===== config.mk =====
export PLATFORM = sky130hd
export DESIGN_NAME = serial_adder
export DESIGN_NICKNAME = d
export VERILOG_FILES = /design/src/rtl/serial_adder.sv
export SDC_FILE = /design/constraint.sdc
export NUM_CORES = 1
export LEC_CHECK = 0
export ABC_CLOCK_PERIOD_IN_PS = 1450
export CAP_MARGIN = 20
export CORE_UTILIZATION = 46
export CTS_CLUSTER_DIAMETER = 40
export CTS_CLUSTER_SIZE = 16
export DETAILED_ROUTE_END_ITERATION = 6
export PLACE_DENSITY = 0.72
export SLEW_MARGIN = 20
export SYNTH_ARGS = -nofsm -noshare
export SYNTH_HDL_FRONTEND = slang
export SYNTH_SLANG_ARGS = --single-unit

===== constraint.sdc =====
create_clock -name clk -period 1.45 [get_ports clk]
set_input_delay 0.2175 -clock clk [delete_from_list [all_inputs] [get_ports clk]]
set_output_delay 0.2175 -clock clk [all_outputs]
set_load 0.1 [all_outputs]

===== src/rtl/serial_adder.sv =====
// Bit-serial WIDTH-bit adder: one fulladder cell plus a registered carry, LSB first.
// Define SERIAL_ADDER_SUB_EN to add a 'sub' port for op_a - op_b.

module fulladder (
  input  logic a,
  input  logic b,
  input  logic ci,
  output logic s,
  output logic co
);
  assign s  = a ^ b ^ ci;
  assign co = (a & b) | (ci & (a ^ b));
endmodule

module serial_adder #(
  parameter int WIDTH = 8
) (
  input  logic             clk,
  input  logic             rst_n,
  input  logic             in_valid,
  output logic             in_ready,
  input  logic [WIDTH-1:0] op_a,
  input  logic [WIDTH-1:0] op_b,
  input  logic             carry_in,
`ifdef SERIAL_ADDER_SUB_EN
  input  logic             sub,
`endif
  output logic             out_valid,
  input  logic             out_ready,
  output logic [WIDTH-1:0] sum,
  output logic             carry_out
);
  localparam int CW = (WIDTH <= 1) ? 1 : $clog2(WIDTH);
  localparam logic [CW-1:0] LAST = CW'(WIDTH - 1);

  localparam logic [1:0] IDLE  = 2'd0;
  localparam logic [1:0] SHIFT = 2'd1;
  localparam logic [1:0] DONE  = 2'd2;

  logic [1:0]       state;
  logic [WIDTH-1:0] a_sh, b_sh, sum_sh, sum_nxt;
  logic             carry_reg;
  logic [CW-1:0]    cnt;
  logic             fa_s, fa_co;
  logic [WIDTH-1:0] b_load;
  logic             c_load;

`ifdef SERIAL_ADDER_SUB_EN
  // Subtraction as a + ~b + 1; carry_out then reads as "no borrow".
  assign b_load = sub ? ~op_b : op_b;
  assign c_load = sub ? 1'b1  : carry_in;
`else
  assign b_load = op_b;
  assign c_load = carry_in;
`endif

  fulladder u_fa (
    .a  (a_sh[0]),
    .b  (b_sh[0]),
    .ci (carry_reg),
    .s  (fa_s),
    .co (fa_co)
  );

  // New sum bit enters at the MSB; after WIDTH shifts bit 0 lands at sum_sh[0].
  assign sum_nxt = WIDTH'({fa_s, sum_sh} >> 1);

  assign in_ready  = (state == IDLE);
  assign out_valid = (state == DONE);

  always_ff @(posedge clk or negedge rst_n) begin
    if (!rst_n) begin
      state     <= IDLE;
      a_sh      <= '0;
      b_sh      <= '0;
      sum_sh    <= '0;
      carry_reg <= 1'b0;
      cnt       <= '0;
      sum       <= '0;
      carry_out <= 1'b0;
    end else begin
      case (state)
        IDLE: if (in_valid) begin
          a_sh      <= op_a;
          b_sh      <= b_load;
          carry_reg <= c_load;
          cnt       <= '0;
          state     <= SHIFT;
        end
        SHIFT: begin
          a_sh      <= a_sh >> 1;
          b_sh      <= b_sh >> 1;
          sum_sh    <= sum_nxt;
          carry_reg <= fa_co;
          cnt       <= cnt + CW'(1);
          if (cnt == LAST) begin
            sum       <= sum_nxt;
            carry_out <= fa_co;
            state     <= DONE;
          end
        end
        DONE: if (out_ready) state <= IDLE;
        default: state <= IDLE;
      endcase
    end
  end
endmodule


Yosys cells after proc, flatten, opt, wreduce, memory -nomap -nowiden:

Index checks and enable logic that the tools add are counted.

* add/sub/neg operators: 1
* equal/unequal tests: 6
* multiplexer cells: 12
* bitwise operators: 5
* reductions and logical operators: 5

Operators by type and width (count)
* one-hot mux 8 bit (2 select lines): 2
* 2-to-1 mux 8 bit: 2
* 2-to-1 mux 2 bit: 3
* one-hot mux 2 bit (3 select lines): 1
* one-hot mux 3 bit (2 select lines): 1
* inequality test 2 bit (second input constant): 2
* AND reduction 2 bit: 2
* adder 3 x 1 -> 3 bit (second input constant): 1
* == test 3 bit (second input constant): 1
* 2-to-1 mux 3 bit: 1
* AND reduction 3 bit: 1
* bitwise AND 1 bit: 2
* == test 2 x 1 -> 1 bit (second input constant): 1
* == test 2 bit (second input constant): 1
* zero test 2 bit: 1
* inequality test 2 x 1 -> 1 bit (second input constant): 1
* one-hot mux 1 bit (2 select lines): 1
* nonzero test 2 bit: 1
* XOR 1 bit: 2
* 2-to-1 mux 1 bit: 1
* OR 1 bit: 1

* bits in registers: 39
* input port bits: 21
* output and inout port bits: 11
* word-level logic and storage cells: 37

Longest topological paths before layout:

Gate-level depths: netlist of the first run.

* word-level depth: 4
* gate-level depth with buffers: 5
* depth with buffers taken out: 4

Cells and area by module:

A second synthesis of the first run with hierarchy kept.

* cells, all modules: 162
* area total of the unflattened synthesis: 1749.2 um2

Modules (own cells, without submodules)
* serial_adder: instances 1, cells each 161, area each 1729.2 um2, seq. area each 950.9 um2
* fulladder: instances 1, cells each 1, area each 20.0 um2, seq. area each 0.0 um2

Worst setup path before layout of the first run:

OpenSTA, ideal clock, no wires.

* kind: register to register
* start: reg state[1]
* end: reg b_sh[0]
* setup time: 0.220 ns
* arrival time: 2.144 ns
* data required time: 1.230 ns
* path slack: -0.914 ns
* cell stages (with the launch flop): 5
* path buffers: 2
* clock period less this slack: 2.364 ns
* cells stage by stage: dfrtp_1 buf_2 buf_4 nor2_1 a222oi_1

* cells in the longest elaborated chain, start to end: 3
* elaborated cells on any way between the ends: 6
* classes of those cells: eq/ne: 2; mux: 1; reduce/logical: 3

RTL lines
* from (decl): line 40 `logic [1:0] state;`
* from (signal assigned): line 73 `state <= IDLE;`
* from (signal assigned): line 88 `state <= SHIFT;`
* from (signal assigned): line 99 `state <= DONE;`
* zero test 2 bit (*)
* named net in_ready: line 21 `output logic in_ready,`
* inequality test 2 bit (no line) / nonzero test 2 bit (equally long branches)
* AND reduction 2 bit (no line)
* to (signal assigned): line 85 `b_sh <= b_load;`
* to (signal assigned): line 92 `b_sh <= b_sh >> 1;`
* to (decl): line 41 `logic [WIDTH-1:0] a_sh, b_sh, sum_sh, sum_nxt;`

Mark *: on every way through the listed nets, which the timed path passes. The rest lies on a longest branch.
A chain may end at the register's enable or synchronous reset.

Worst setup path in the final report of the first run:

* start: reg state[0]
* end: out out_valid

* cells in the longest elaborated chain, start to end: 1

RTL lines
* == test 2 bit: line 69 `assign out_valid = (state == DONE);`
* to (decl): line 28 `output logic out_valid,`

No other way between the ends.

==> results.md, run 1 <==
- Syn Area/Cell: about 13 um^2
- CP max-delay cell: dfrtp_2
- DIE AREA: a little over 4000 um^2
- Met3 Wirelength: between 150 and 200 um
- CTS tree: built
- Register bit count reported by yosys: 38
- Largest net degree at the start of global routing: 39
- Post-layout min period: 1497 ps
- DRT met1 WL: between 1500 and 2000 um
- RD Place Congestion: between 0.7 and 0.8
- Worst reg2reg startpoint: cnt[0]
- Switching pwr: roughly 2.7 mW
- Avg WL per Cell: between 15 and 20 um
- Total congestion overflow: 0
- Initial antenna violation count: 0
- Clock sink total: 38
- Deepest level of the CTS H-tree: 2
- Dpl cell area: between 2000 and 2500 um^2
- Reg2Reg Capture Point: carry_out
- Register area: around 950 um^2
- Net Count, Synth: about 160
- Worst hold path class: input port to register
- All-Layer GR Usage: between 20% and 30%
- Setup TNS: -297.5 ps
- Clock transition at the registers of the reported paths: about 80 ps
- Worst Skew: between 7 and 8 ps
- CTS Buf Count: 5
- Maxcap violations: 0
- Synth cell types: 30
- P_int: just under 4 mW
- Arrival @ worst endpoint: roughly 1300 ps
- WL met2: ~2100 um
- Clock insertion delay at the later pin of the skew report: ~290 ps
- HPWL Detailed: about 2500 um
- Port Buffers: 31
- Crit path largest cell delay: about 450 ps
- Cell repeated most along the worst path: buf_12
- Vias in the first global route: 1320
- Total power: between 6 and 7 mW
- Hold path startpoint: out_ready
- Slew HR: approximately 68%
- Max Buffers Root-to-Sink: 2
- Row count: 22
- Logic gate share of total power: 56.3%
- Area contributors post-synth: dfrtp_1 (54%), mux2_2 (8.9%), o221a_2 (5.1%)
- Clock power share: 13.3%
- I/O pins: 32
- Tcrit/Tclk final: 103.2%
- Yosys top cell by area: dfrtp_1
- Die width: approximately 64 um
- Register area share after synthesis: a little over half
- Ys Warns: 0
- Biggest regs: a_sh x8, b_sh x8, sum x8
- CTS root buf: clkbuf_8
- Setup WS post-layout: -47.00 ps
- Diode count: 0
- Crit. End Element: output port
- Hold Path Depth: 2
- CP startpoint kind: register
- Mapped Cells: 133
- FF-to-FF path depth: 5
- Initial DRC count: 40
- Hold Fails Final Rpt: 0
- Fin. max-slew vios: 0
- Flop pwr share: between 30% and 40%
- Power per cell area: between 2000 and 2500 nW/um^2
- # setup viols final: 13
- Max VDD drop: between 0.0009 and 0.001 V
- DR top layer: met4
- Final wirelength: roughly 4100 um
- Layout cells sized above 1: ~44%
- Routed Antenna Nets: 0
- Layout area overhead: 50.78%
- Design Area, Final: about 2700 um^2
- Fill count: between 200 and 250
- R2r setup slk: -30 ps
- First-pass GRT wire length: roughly 6300 um
- Placeable Area: 3661 um^2
- RSZ-0062 raised after global routing: true
- Final net count: 213
- Critical Path Start: state[0]
- Critical Path RT: between 1000 and 1500 ps
- Layout Utilization: between 70% and 80%
- Top-area cell type share of the netlist area: a little over half
- Crit-path max FO: 8
- P_leak: 1.190 nW
- Sw Ratio: between 40% and 50%
- Area of the multi-input gates: 789.5 um^2
- Path type of the worst setup path: register to output port
- DR pass1 iterations: 4
- Area of the mapped netlist: 1767 um^2
- Via count: approximately 1300
- Initial Util: between 40 and 50%
- Critical path, cell by cell: buf_12, nand2b_4, clkinvlp_4, buf_12
- Post-route DRC: 0
- Worst-Margin Slew: about 480 ps
- Hold EP: state[1]
- Violated checks: setup timing
- Fmax: ~0.67 GHz
- Die Y: roughly 64 um
- Outcome: finished with violations
- Via density: ~5.6
==> kinds of logic (layout without fill, tap and decap cells) <==
group           count (synthesis)  after routing  share of synthesized area, %
flops                          38             38                         53.82
simple gates                   32             32                         14.94
compound gates                 23             23                         11.97
buf+inv                        20             77                         5.948
mux                            17             17                         10.76
fa+ha+maj                       3              3                         2.549
==> cell usage in the layout (no fill, tap or decap), drive strengths merged <==
cell type and count:
clkinvlp 1, a211o 2, o221a 8, buf 39
a222oi 1, nor2b 2, or4b 8, nor2 1
inv 7, o21bai 1, bufinv 1, nand3b 1
nor4bb 2, nor4b 6, clkdlybuf4s50 19, a22o 2
a211oi 6, a21oi 1, dfrtp 38, clkinv 2
o21ai 1, mux2i 1, fa 1, mux2 16
nand2b 4, clkbuf 7, dlygate4sd3 1, nor3b 8
o21ba 1, ha 2
==> metrics by stage <==
stage               hold slack, ps  cells  worst slack (ps)
floorplan                   -78.09    133            -49.51
global placement             287.2    214            -86.19
detailed placement           293.0    214            -146.2
CTS                          489.0    229            -64.52
global route                 507.5    238            -87.35
finish                       488.8    238            -47.00
==> critical path: cells and delay by family, from the launching register on <==
family / cells / cell delay [ps]
DFF: 1 / 450
buffers and inverters: 3 / 390
and+or+nand+nor: 1 / 150
==> cells in the mapped netlist, drive strengths merged <==
master and instances:
dfrtp 38, mux2 16, buf 9, inv 8, nor3b 8, o221a 8
or4b 8, a211oi 6, nor4b 6, nand2b 4, clkbuf 3, a211o 2
a22o 2, ha 2, nor2b 2, nor4bb 2, a21oi 1, a222oi 1
fa 1, mux2i 1, nand3b 1, nor2 1, o21ai 1, o21ba 1
o21bai 1
==> final cells by class <==
| class | count | area share [%] |
|---|---|---|
| sequential | 38 | 35.79 |
| tap | 48 | 2.255 |
| clock buffer | 5 | 2.583 |
| clock inverter | 3 | 1.503 |
| inverter | 8 | 1.268 |
| multi-input combinational | 75 | 29.64 |
| timing repair buffer | 61 | 26.96 |
==> power by group through the flow <==
| stage | Sequential [mW] | Combinational [mW] | Clock (mW) |
|---|---|---|---|
| 2_1_floorplan | 2.69 | 1.38 | 0 |
| 3_3_place_gp | 1.94 | 3.16 | 0 |
| 3_5_place_dp | 1.99 | 3.23 | 0 |
| 4_1_cts | 1.99 | 3.45 | 0.897 |
| 5_1_grt | 2.06 | 3.90 | 0.940 |
| 6_report | 2.00 | 3.70 | 0.873 |
==> how the worst max path moves through the flow <==
stage	end	cells after the start	slack, ps
detailed placement	a_sh[5]	4	-150
floorplan	b_sh[0]	4	-50
CTS	sum[1]	6	-60
global route	out_valid	4	-90
finish	out_valid	4	-50
global placement	a_sh[5]	4	-90
==> layer usage <==
layer  up-vias  global-route usage (%)
met5         -                       0
met4         0                   11.36
met3         8                   6.250
met2        35                   32.18
met1       673                   25.67
li1        607                       -
==> what timing repair did <==
action | 4_1_cts | 5_1_grt
hold buffers | 1 | 0
cloned | 1 | 2
setup buffers | 5 | 9
resized for setup | 16 | 8
pin swaps | 2 | 7
hold endpoints to repair | 38 | 0
endpoints found under the setup margin | 11 | 16
Power figures use the tool's default switching activity.
==> run 2, diff against run 1 <==
--- a/config.mk
+++ b/config.mk
@@ -7,6 +7,7 @@
 export LEC_CHECK = 0
 export ABC_CLOCK_PERIOD_IN_PS = 1450
 export CAP_MARGIN = 20
+export CORE_MARGIN = 2
 export CORE_UTILIZATION = 46
 export CTS_CLUSTER_DIAMETER = 40
 export CTS_CLUSTER_SIZE = 16
==> run 2 against run 1 <==
The flow still finishes with violations (setup timing). Setup slack worse by 17 ps. Cell count up 2.1%. Largest power group unchanged. Die area up 6.4%. Hold slack worse by 62 ps. Critical endpoint is now sum[0]. Global-route usage down 2.1 points. Non-clock buffer count up 5. First-iteration DRC count up 93%. Critical path type is now register to register.
==> results.md, run 2 (same netlist as run 1, synthesis figures left out) <==
- Outcome: finished with violations
- Violated checks: setup timing
- CTS Buf Count: 5
- Initial Util: between 40% and 50%
- Layout cells sized above 1: roughly 45%
- First-pass GRT wire length: 6306 um
- Maxcap violations: 0
- CP startpoint kind: register
- Crit path largest cell delay: roughly 400 ps
- Vias in the first global route: about 1400
- Fin. max-slew vios: 0
- Max Buffers Root-to-Sink: 2
- Tcrit/Tclk final: 104.4%
- HPWL Detailed: 2457 um
- Diode count: 0
- CTS tree: built
- Path type of the worst setup path: register to register
- Row count: 22
- Deepest level of the CTS H-tree: 2
- Largest net degree at the start of global routing: 39
- P_leak: ~1.2 nW
- Layout area overhead: 53.26%
- Hold slack final: around 430 ps
- Worst hold path class: input port to asynchronous set/reset pin
- Power per cell area: 2450 nW/um^2
- Commonest non-fill, non-tap cell in the layout: dfrtp_1
- Port Buffers: 31
- Arrival @ worst endpoint: 1680 ps
- Worst-Margin Slew: between 300 and 400 ps
- Die width: between 60 and 70 um
- Initial antenna violation count: 0
- Crit. End Element: register
- Via count: between 1000 and 1500
- RD Place Congestion: approximately 0.73
- Routed Antenna Nets: 0
- Die Y: approximately 66 um
- Via density: between 5 and 6
- CTS root buf: clkbuf_8
- Fmax: roughly 0.66 GHz
- CP max-delay cell: dfrtp_1
- Final wirelength: between 3000 and 4000 um
- Setup TNS: -436.3 ps
- Slew HR: roughly 76%
- Layout Utilization: 73.41%
- Bufs and invs on worst path: 1
- Crit-path max FO: 5
- Avg WL per Cell: between 15 and 20 um
- Hold Fails Final Rpt: 0
- Clock insertion delay at the later pin of the skew report: ~280 ps
- Total congestion overflow: 0
- RSZ-0062 raised after global routing: true
- Final net count: between 200 and 250
- Initial DRC count: just under 80
- Critical Path RT: approximately 1600 ps
- DIE AREA: about 4400 um^2
- Post-route DRC: 0
- Critical path, cell by cell: ha_2, ha_4, nand3b_1, buf_6, mux2_4
- Placeable Area: around 3700 um^2
- Biggest regs: a_sh x8, b_sh x8, sum x8
- Clock sink total: 38
- DR pass1 iterations: 4
- Dpl cell area: ~2300 um^2
- Most frequent cells in the layout: dfrtp_1 (37), buf_4 (21), clkdlybuf4s50_1 (19)
- All-Layer GR Usage: about a fifth
- Clock transition at the registers of the reported paths: ~70 ps
- Worst Skew: approximately 6.2 ps
- Setup WS post-layout: -64.43 ps
- I/O pins: 32
- Worst path top cell family by delay: flip-flops
- Post-layout min period: approximately 1500 ps
- Design Area, Final: 2708 um^2
- Max VDD drop: roughly 0.0010 V
- # setup viols final: 11
-- run 2: cell types whose count changed in the layout (fill, tap and decap cells not counted), sizes merged --
cell,before,now
buf,39,45
clkbuf,7,6
-- run 2: power by group --
group | internal, mW | leakage, nW | total [mW] | switching, mW
registers | 1.57 | 0.448 | 1.98 | 0.405
clock network | 0.506 | 0.0579 | 0.875 | 0.368
logic | 1.88 | 0.711 | 3.78 | 1.90
total | 3.96 | 1.22 | 6.63 | 2.67
-- run 2: repair_timing --
action                     CTS  global route
setup buffers                8            10
pin swaps                    4             7
hold buffers                 1             0
cloned                       1             2
hold endpoints to repair    38             0
resized for setup           15            13
setup endpoints to repair   11            24
-- run 2: area by class of cell --
| class | instances | area (um^2) |
|---|---|---|
| repair buffers | 66 | 758.2 |
| flip-flops and latches | 38 | 952.2 |
| well taps | 48 | 60.06 |
| inverters | 8 | 33.78 |
| clock inverters | 3 | 40.04 |
| multi-input cells | 75 | 794.5 |
| clock buffers | 5 | 68.82 |
| fillers | 245 | 980.9 |
-- run 2: metrics by stage --
stage	cells	power, mW	setup slack (ps)
2_1_floorplan	133	4.073	-49.51
3_3_place_gp	215	5.103	-78.13
3_5_place_dp	215	5.223	-118.5
4_1_cts	233	6.388	-82.83
5_1_grt	243	6.964	-117.6
6_report	243	6.632	-64.43
-- run 2: final timing paths --
check | startpoint | end | slack, ps | cells past startpoint
hold / removal | rst_n | b_sh[1] | 430 | 3
max in group asynchronous | rst_n | state[1] | 830 | 3
min in group clk | sum_sh[1] | sum_sh[1] | 510 | 1
setup reg to reg | cnt[0] | sum[0] | -60 | 5
hold reg to reg | sum_sh[1] | sum_sh[1] | 510 | 1
setup / recovery | cnt[0] | sum[0] | -60 | 5
-- run 2: tightest hold or removal path, cell delays in order --
cell,delay [ps]
dlygate4sd3_1,510
buf_2,120
buf_12,220
-- run 2: layer usage --
metal	track usage, %	wire [um]
met5	0	0
met4	2.806	14
met1	24.44	1774
met2	32.45	2030
met3	3.918	133
==> run 3, diff against run 2 <==
--- a/config.mk
+++ b/config.mk
@@ -12,6 +12,8 @@
 export CTS_CLUSTER_DIAMETER = 40
 export CTS_CLUSTER_SIZE = 16
 export DETAILED_ROUTE_END_ITERATION = 6
+export HOLD_SLACK_MARGIN = 0.08
+export MAX_ROUTING_LAYER = met4
 export PLACE_DENSITY = 0.72
 export SLEW_MARGIN = 20
 export SYNTH_ARGS = -nofsm -noshare
==> run 3 against run 2 <==
The flow still finishes with violations (setup timing). Sequential power barely moved. Clock skew is 0.73 ps higher. Wire length shrank 0.33%. Count of clock-buffer cells in the layout stayed put. Via count up 0.30%.
==> results.md, run 3 (same netlist as run 1, synthesis figures left out) <==
- Outcome: finished with violations
- Violated checks: setup timing
- Path type of the worst setup path: register to register
- Initial antenna violation count: 0
- Tcrit/Tclk final: 104.8%
- Vias in the first global route: about 1400
- Placed cells: roughly 220
- Worst hold path class: input port to asynchronous set/reset pin
- Die width: 65.97 um
- Clock transition at the registers of the reported paths: 70 ps
- Worst Skew: 6.976 ps
- Area of the multi-input gates: a little under 800 um^2
- Most frequent cells in the layout: dfrtp_1 (37), buf_4 (21), clkdlybuf4s50_1 (19)
- Via density: between 5 and 6
- Fill count: ~250
- Post-route DRC: 0
- Crit. End Element: register
- Die Y: between 60 and 70 um
- RD Place Congestion: about 0.74
- Fmax: ~0.66 GHz
- # setup viols final: 11
- Register area: 952.2 um^2
- Post-layout min period: 1519 ps
- Layout Utilization: between 70% and 80%
- CTS root buf: clkbuf_8
- Clock sink total: 38
- Final net count: about 220
- Final wirelength: around 3900 um
- Crit-path max FO: 5
- Setup WS post-layout: -69.06 ps
- DIE AREA: between 4000 and 5000 um^2
- Avg WL per Cell: 16.21 um
- Worst-Margin Slew: around 340 ps
- Initial DRC count: 73
- Total congestion overflow: 0
- RSZ-0062 raised after global routing: true
- I/O pins: 32
- Initial Util: a little under half
- All-Layer GR Usage: approximately a fifth
- Row count: 22
- CTS tree: built
- Critical Path RT: ~1600 ps
- Max Buffers Root-to-Sink: 2
- Placeable Area: 3689 um^2
- Biggest regs: a_sh x8, b_sh x8, sum x8
- Max VDD drop: approximately 0.0010 V
- CP startpoint kind: register
- Clock insertion delay at the later pin of the skew report: approximately 280 ps
- Fin. max-slew vios: 0
- Largest net degree at the start of global routing: 39
- Layout area overhead: 53.26%
- Layout cells sized above 1: 44.62%
- Diode count: 0
- Port Buffers: 31
- Arrival @ worst endpoint: between 1500 and 2000 ps
- P_leak: 1.217 nW
- First-pass GRT wire length: around 6300 um
- CTS Buf Count: 5
- Routed Antenna Nets: 0
- Maxcap violations: 0
- Power per cell area: 2449 nW/um^2
- HPWL Detailed: ~2500 um
- Commonest non-fill, non-tap cell in the layout: dfrtp_1
- Slew HR: just under 80%
- Deepest level of the CTS H-tree: 2
- Via count: between 1000 and 1500
- Hold Fails Final Rpt: 0
- Non-Filler Instances: about 240
- DR pass1 iterations: 4
==> run 3: cell counts in the layout (fill, tap and decap cells not counted) <==
No cell type changed its count.
==> run 3: layout make-up <==
| type | instances | area share (%) |
|---|---|---|
| clock buffer | 5 | 2.542 |
| multi-input combinational | 75 | 29.34 |
| clock inverter | 3 | 1.479 |
| sequential | 38 | 35.17 |
| timing repair buffer | 66 | 28.00 |
| tap | 48 | 2.218 |
| inverter | 8 | 1.248 |
==> run 3: routing by layer <==
| layer | vias up | GRT usage, % | share of wire [%] |
|---|---|---|---|
| li1 | 620 | - | - |
| met1 | 696 | 24.67 | 45 |
| met2 | 29 | 32.32 | 51 |
| met3 | 4 | 3.918 | 3.0 |
| met4 | 0 | 2.806 | 0.46 |
| met5 | - | - | 0 |
==> run 3: power breakdown <==
part	leakage (nW)	switching [mW]	internal, mW	total, mW
clock network	0.0579	0.365	0.506	0.871
registers	0.448	0.402	1.57	1.98
logic	0.711	1.90	1.88	3.78
total	1.22	2.67	3.96	6.63
==> run 3: stage by stage <==
step                      TNS, ps  worst slack, ps  total power, mW  hold slack (ps)  cell area (um^2)
after global placement      -1241           -78.13            5.103            196.6              2328
after detailed placement    -1870           -118.5            5.223            195.5              2328
after floorplan            -49.51           -49.51            4.073           -78.09              1780
after global routing        -1014           -117.6            6.965            455.3              2708
after CTS                  -676.0           -82.83            6.388            430.8              2595
final                      -467.6           -69.06            6.630            427.4              2708
==> run 3: repair_timing <==
action | 4_1_cts | 5_1_grt
buffers inserted | 8 | 10
pin swaps | 4 | 7
hold endpoints to repair | 38 | 0
endpoints found under the setup margin | 11 | 24
cloned | 1 | 2
gates resized for setup | 15 | 13
hold buffers | 1 | 0
==> run 3: path summary, 6_finish.rpt <==
check                      cells past startpoint  startpoint  slack, ps        end
hold reg to reg                                1   sum_sh[1]        510  sum_sh[1]
setup reg to reg                               5      cnt[0]        -70     sum[0]
max in group asynchronous                      3       rst_n        830   state[1]
hold / removal                                 3       rst_n        430    b_sh[1]
min in group clk                               1   sum_sh[1]        510  sum_sh[1]
setup / recovery                               5      cnt[0]        -70     sum[0]
==> run 3: worst max-delay path, stage by stage, from the launching register on <==
cell	delay, ps
dfrtp_1	400
ha_2	210
ha_4	160
nand3b_1	170
buf_6	180
mux2_4	300
==> patch 1, RTL diff (config.mk and constraints of run 1) <==
The parameter `WIDTH` goes from 8 to 4.
--- a/src/rtl/serial_adder.sv
+++ b/src/rtl/serial_adder.sv
@@ -15,3 +15,3 @@
 module serial_adder #(
-  parameter int WIDTH = 8
+  parameter int WIDTH = 4
 ) (
Ports: changed (resized op_a, op_b and sum); port bits go from 32 to 20. The function was not compared with the original's and may differ.
==> patch 1 against run 1 <==
Synthesized area down 45%; maximum frequency up 3.6%; first-iteration DRC count down 65%; utilization down 4.0 points; critical path depth unchanged; global-route usage up 0.30 points; via count down 42%; sequential cell count down 17; setup slack better by 0.053 ns; wire length down 50%; design area down 49%; cell count down 41%; largest cell class unchanged; highest routed layer unchanged.
Power is not shown: default switching activity piles up to over one toggle a cycle in this logic, so the estimate is an artifact.
==> patch 1: results <==
export IMPL_place_gp_congestion=0.782
export IMPL_yosys_top_cells_count="dfrtp_1 (21), nand2_1 (13), nor2_1 (11)"
export IMPL_drive_above_1_share=0.263
export IMPL_hold_class="in -> async"
export IMPL_num_fill_cells=166
export IMPL_numPortBuffers=19
export IMPL_drt_iter0_drc=14
export IMPL_pre_cts_slack_ns=0.0242
export IMPL_grt_util_all_layers=0.210
export IMPL_ys_top_cells_by_area="dfrtp_1 (54%), mux2_4 (7.8%), o32ai_1 (6.4%)"
export IMPL_grt_first_pass_wirelength_mm=3.14
export IMPL_r2r_slack_ns=0.006
export IMPL_clk_pin_slew_ns=0.12
export IMPL_fin_crit_sh=0.996
export IMPL_clk_latency_ns=0.30
export IMPL_crit_end="sum[1]$_DFFE_PN0P_"
export IMPL_ctsResizeCount=1
export IMPL_path_max_fanout=6
export IMPL_regToRegEndpoint="sum[1]$_DFFE_PN0P_"
export IMPL_finalNetCount=130
export IMPL_reg_top3="a_sh: 4 flops, b_sh: 4 flops, sum: 4 flops"
export IMPL_avgViaCountPerCell=5.40
export IMPL_post_cts_setup_buffer_count=1
export IMPL_r2r_start="state[1]$_DFFE_PN0P_"
export IMPL_yosysSeqAreaShare=0.545
export IMPL_first_global_vias=671
export IMPL_slew_limit_headroom=0.719
export IMPL_drt_total_wl_mm=2.05
export IMPL_skew_ns=0.00203
export IMPL_cts_buffers=3
export IMPL_syn_nets=103
export IMPL_htree_levels=1
export IMPL_grt_max_degree=22
export IMPL_reg2reg_depth=4
export IMPL_hpwlAfterDp_mm=1.41
export IMPL_status="completed"
export IMPL_cp_arrival_ns=1.64
export IMPL_ys_types=20
## patch 1: cell count changes after synthesis, moves of 7 or more
| cell | delta |
|---|---|
| dfrtp_1 | -17 |
| o32ai_1 | +7 |
| nand2_1 | +13 |
| mux2_2 | -14 |
| nor2_1 | +10 |
| or4b_1 | -8 |
| o22ai_1 | +7 |
| inv_1 | -7 |
| nor3b_1 | -8 |
| o221a_2 | -8 |
## patch 1: per-stage QoR
step           hold WS, ns  instance area [um^2]  std cells
2_1_floorplan      -0.0781                   980         88
3_3_place_gp         0.460                  1290        135
3_5_place_dp         0.484                  1290        135
4_1_cts              0.251                  1340        140
5_1_grt              0.251                  1350        141
6_report             0.249                  1350        141
## patch 1: routing by layer
| metal | track usage | wire, um | vias to the layer above |
|---|---|---|---|
| met5 | 0 | 0 | - |
| met4 | 0.100 | 24 | 0 |
| met3 | 0.0340 | 83 | 2 |
| met2 | 0.322 | 1030 | 22 |
| met1 | 0.291 | 914 | 374 |
| li1 | - | - | 363 |
## patch 1: worst max-delay path: stages, from the launching register on
cell and delay (ns):
dfrtp_1 0.47, buf_4 0.17, and2b_4 0.29, nand2_4 0.10, mux2_4 0.32
## patch 1: area by class of cell
type,instances,share of cell area
clock buffer,3,0.0167
clock inverter,1,0.00371
inverter,2,0.00557
multi-input combinational,60,0.309
sequential,21,0.391
tap,27,0.0250
timing repair buffer,27,0.250
## patch 1: logic make-up (layout without fill, tap and decap cells)
| group | after synthesis | count (layout) | share of synthesized area |
|---|---|---|---|
| AOI/OAI and AO/OA | 22 | 22 | 0.153 |
| adders and majority gates | 2 | 2 | 0.0337 |
| buffers and inverters | 7 | 33 | 0.0389 |
| DFF | 21 | 21 | 0.545 |
| muxes | 6 | 6 | 0.0882 |
| and+or+nand+nor | 30 | 30 | 0.141 |
==> patch 2, RTL diff (config.mk and constraints of run 1) <==
Made on the original files. Make the reset (`rst_n`) synchronous in one clocked block.
--- a/src/rtl/serial_adder.sv
+++ b/src/rtl/serial_adder.sv
@@ -70,3 +70,3 @@
 
-  always_ff @(posedge clk or negedge rst_n) begin
+  always_ff @(posedge clk) begin
     if (!rst_n) begin
Function: differs if rst_n is asserted again (counterexample within 4 cycles, from zero or initial values and one cycle with rst_n low); with rst_n held inactive, the same outputs for 10 cycles.
==> patch 2 against run 1 <==
Setup slack gained 0.11 ns; clock skew grew 0.0042 ns; wire length shrank 20%; synthesized area shrank 6.4%; sequential cell count is the same; design area shrank 14%; highest routed layer unchanged.
Power is not compared: it rests on default switching activity, and its combinational part moved more than twofold at a synthesized area within 25%.
==> patch 2: results <==
export IMPL_hold_start="b_sh[5]$_SDFFE_PN0P_"
export IMPL_avgViaCountPerCell=5.22
export IMPL_setup_viol=0
export IMPL_regToRegEndpoint="sum[1]$_SDFFE_PN0P_"
export IMPL_grt_first_pass_wirelength_mm=5.60
export IMPL_clk_latency_ns=0.34
export IMPL_cts_root_buf="clkbuf_4"
export IMPL_place_gp_congestion=0.715
export IMPL_wl_met2_mm=1.66
export IMPL_wl_met1_mm=1.47
export IMPL_ys_warn_count=0
export IMPL_cpMaxStageDelayCell="dfxtp_2"
export IMPL_path_max_fanout=7
export IMPL_synthArstFlopShare=0
export IMPL_hpwlAfterDp_mm=2.24
export IMPL_clk_pin_slew_ns=0.11
export IMPL_grt_util_all_layers=0.204
export IMPL_reg2reg_depth=6
export IMPL_place_area_um2=2170
export IMPL_wire_per_inst_um=13.0
export IMPL_met3_length_um=131
export IMPL_status="completed"
export IMPL_synth_ff_type="dfxtp_1"
export IMPL_cts_max_path_buffers=2
export IMPL_pre_cts_slack_ns=-0.178
export IMPL_whs_path_depth=2
export IMPL_antenna_found_initial=0
export IMPL_p_leak_nw=0.822
export IMPL_yosysSeqAreaShare=0.460
export IMPL_ys_types=27
export IMPL_slew_limit_headroom=0.814
export IMPL_intPower_w=0.00166
export IMPL_htree_levels=2
export IMPL_critPathMaxStageDelay_ns=0.36
export IMPL_num_fill_cells=283
export IMPL_hold_class="reg -> reg"
export IMPL_cp_arrival_ns=1.17
export IMPL_skew_ns=0.0117
export IMPL_drt_iter0_drc=39
export IMPL_drt_pass1_iter_count=4
export IMPL_ys_top_cells_by_area="dfxtp_1 (46%), o221ai_2 (9.1%), a21boi_0 (8.6%)"
export IMPL_finalNetCount=233
export IMPL_critPathTopFamily="flip-flops"
export IMPL_syn_nets=197
export IMPL_first_global_vias=1272
export IMPL_min_to="b_sh[5]$_SDFFE_PN0P_"
export IMPL_r2r_slack_ns=0.15
export IMPL_r2r_start="cnt[0]$_SDFFE_PN0P_"
export IMPL_hold_slack_ns=0.452
export IMPL_yosys_top_cells_count="dfxtp_1 (38), nand2_1 (23), a21boi_0 (19)"
export IMPL_drive_above_1_share=0.211
[patch 2: through the flow]
step	std cells	setup TNS (ns)
global route	255	0
CTS	252	0
finish	255	0
floorplan	173	0
detailed placement	245	-2.15
global placement	245	-2.06
[patch 2: worst max-delay path by stage]
stage	from	to	slack, ns	depth (start not counted)
global placement	in_valid	b_sh[0]$_SDFFE_PN0P_	-0.15	5
floorplan	state[1]$_SDFFE_PN0P_	state[1]$_SDFFE_PN0P_	0.06	4
finish	state[1]$_SDFFE_PN0P_	out_valid	0.06	3
CTS	state[1]$_SDFFE_PN0P_	out_valid	0.007	3
detailed placement	in_valid	b_sh[1]$_SDFFE_PN0P_	-0.18	5
global route	state[1]$_SDFFE_PN0P_	out_valid	0.005	3
[patch 2: repair_timing]
action                                  4_1_cts  5_1_grt
setup buffers                                 0        3
gates resized for setup                       1        1
pin swaps                                     0        0
endpoints found under the hold margin         0        0
endpoints found under the setup margin        1       11
[patch 2: metal layers]
layer | track usage | up-vias
met2 | 0.348 | 35
li1 | - | 669
met4 | 0.0667 | 0
met3 | 0.0683 | 5
met1 | 0.240 | 623
met5 | 0 | -
[patch 2: final cells by class]
| class | instances | area (um^2) | area share |
|---|---|---|---|
| Clock buffer | 6 | 51.3 | 0.0225 |
| Clock inverter | 1 | 30.0 | 0.0132 |
| Inverter | 16 | 60.1 | 0.0263 |
| Multi-Input combinational cell | 105 | 757 | 0.332 |
| Sequential cell | 38 | 762 | 0.334 |
| Tap cell | 46 | 57.6 | 0.0252 |
| Timing Repair Buffer | 43 | 564 | 0.247 |
[patch 2: power by group through the flow]
| stage | registers (W) | logic, W | clock network [W] |
|---|---|---|---|
| floorplan | 0.00114 | 0.000193 | 0 |
| global placement | 0.00115 | 0.000299 | 0 |
| detailed placement | 0.00115 | 0.000310 | 0 |
| CTS | 0.00113 | 0.000311 | 0.000752 |
| global route | 0.00113 | 0.000341 | 0.000805 |
| finish | 0.00113 | 0.000312 | 0.000741 |
[patch 2: worst register-to-register path, stage by stage (launching register included)]
cell      delay, ns
dfxtp_1        0.35
ha_1           0.20
ha_1           0.20
nand3b_1       0.08
buf_4          0.16
nand2_1        0.06
a21boi_0       0.18
[patch 2: cells by family after synthesis]
family / synth area share
AOI/OAI and AO/OA: 0.271
and+or+nand+nor: 0.139
DFF: 0.460
buffers and inverters: 0.0908
adders and majority gates: 0.0273
muxes: 0.0121
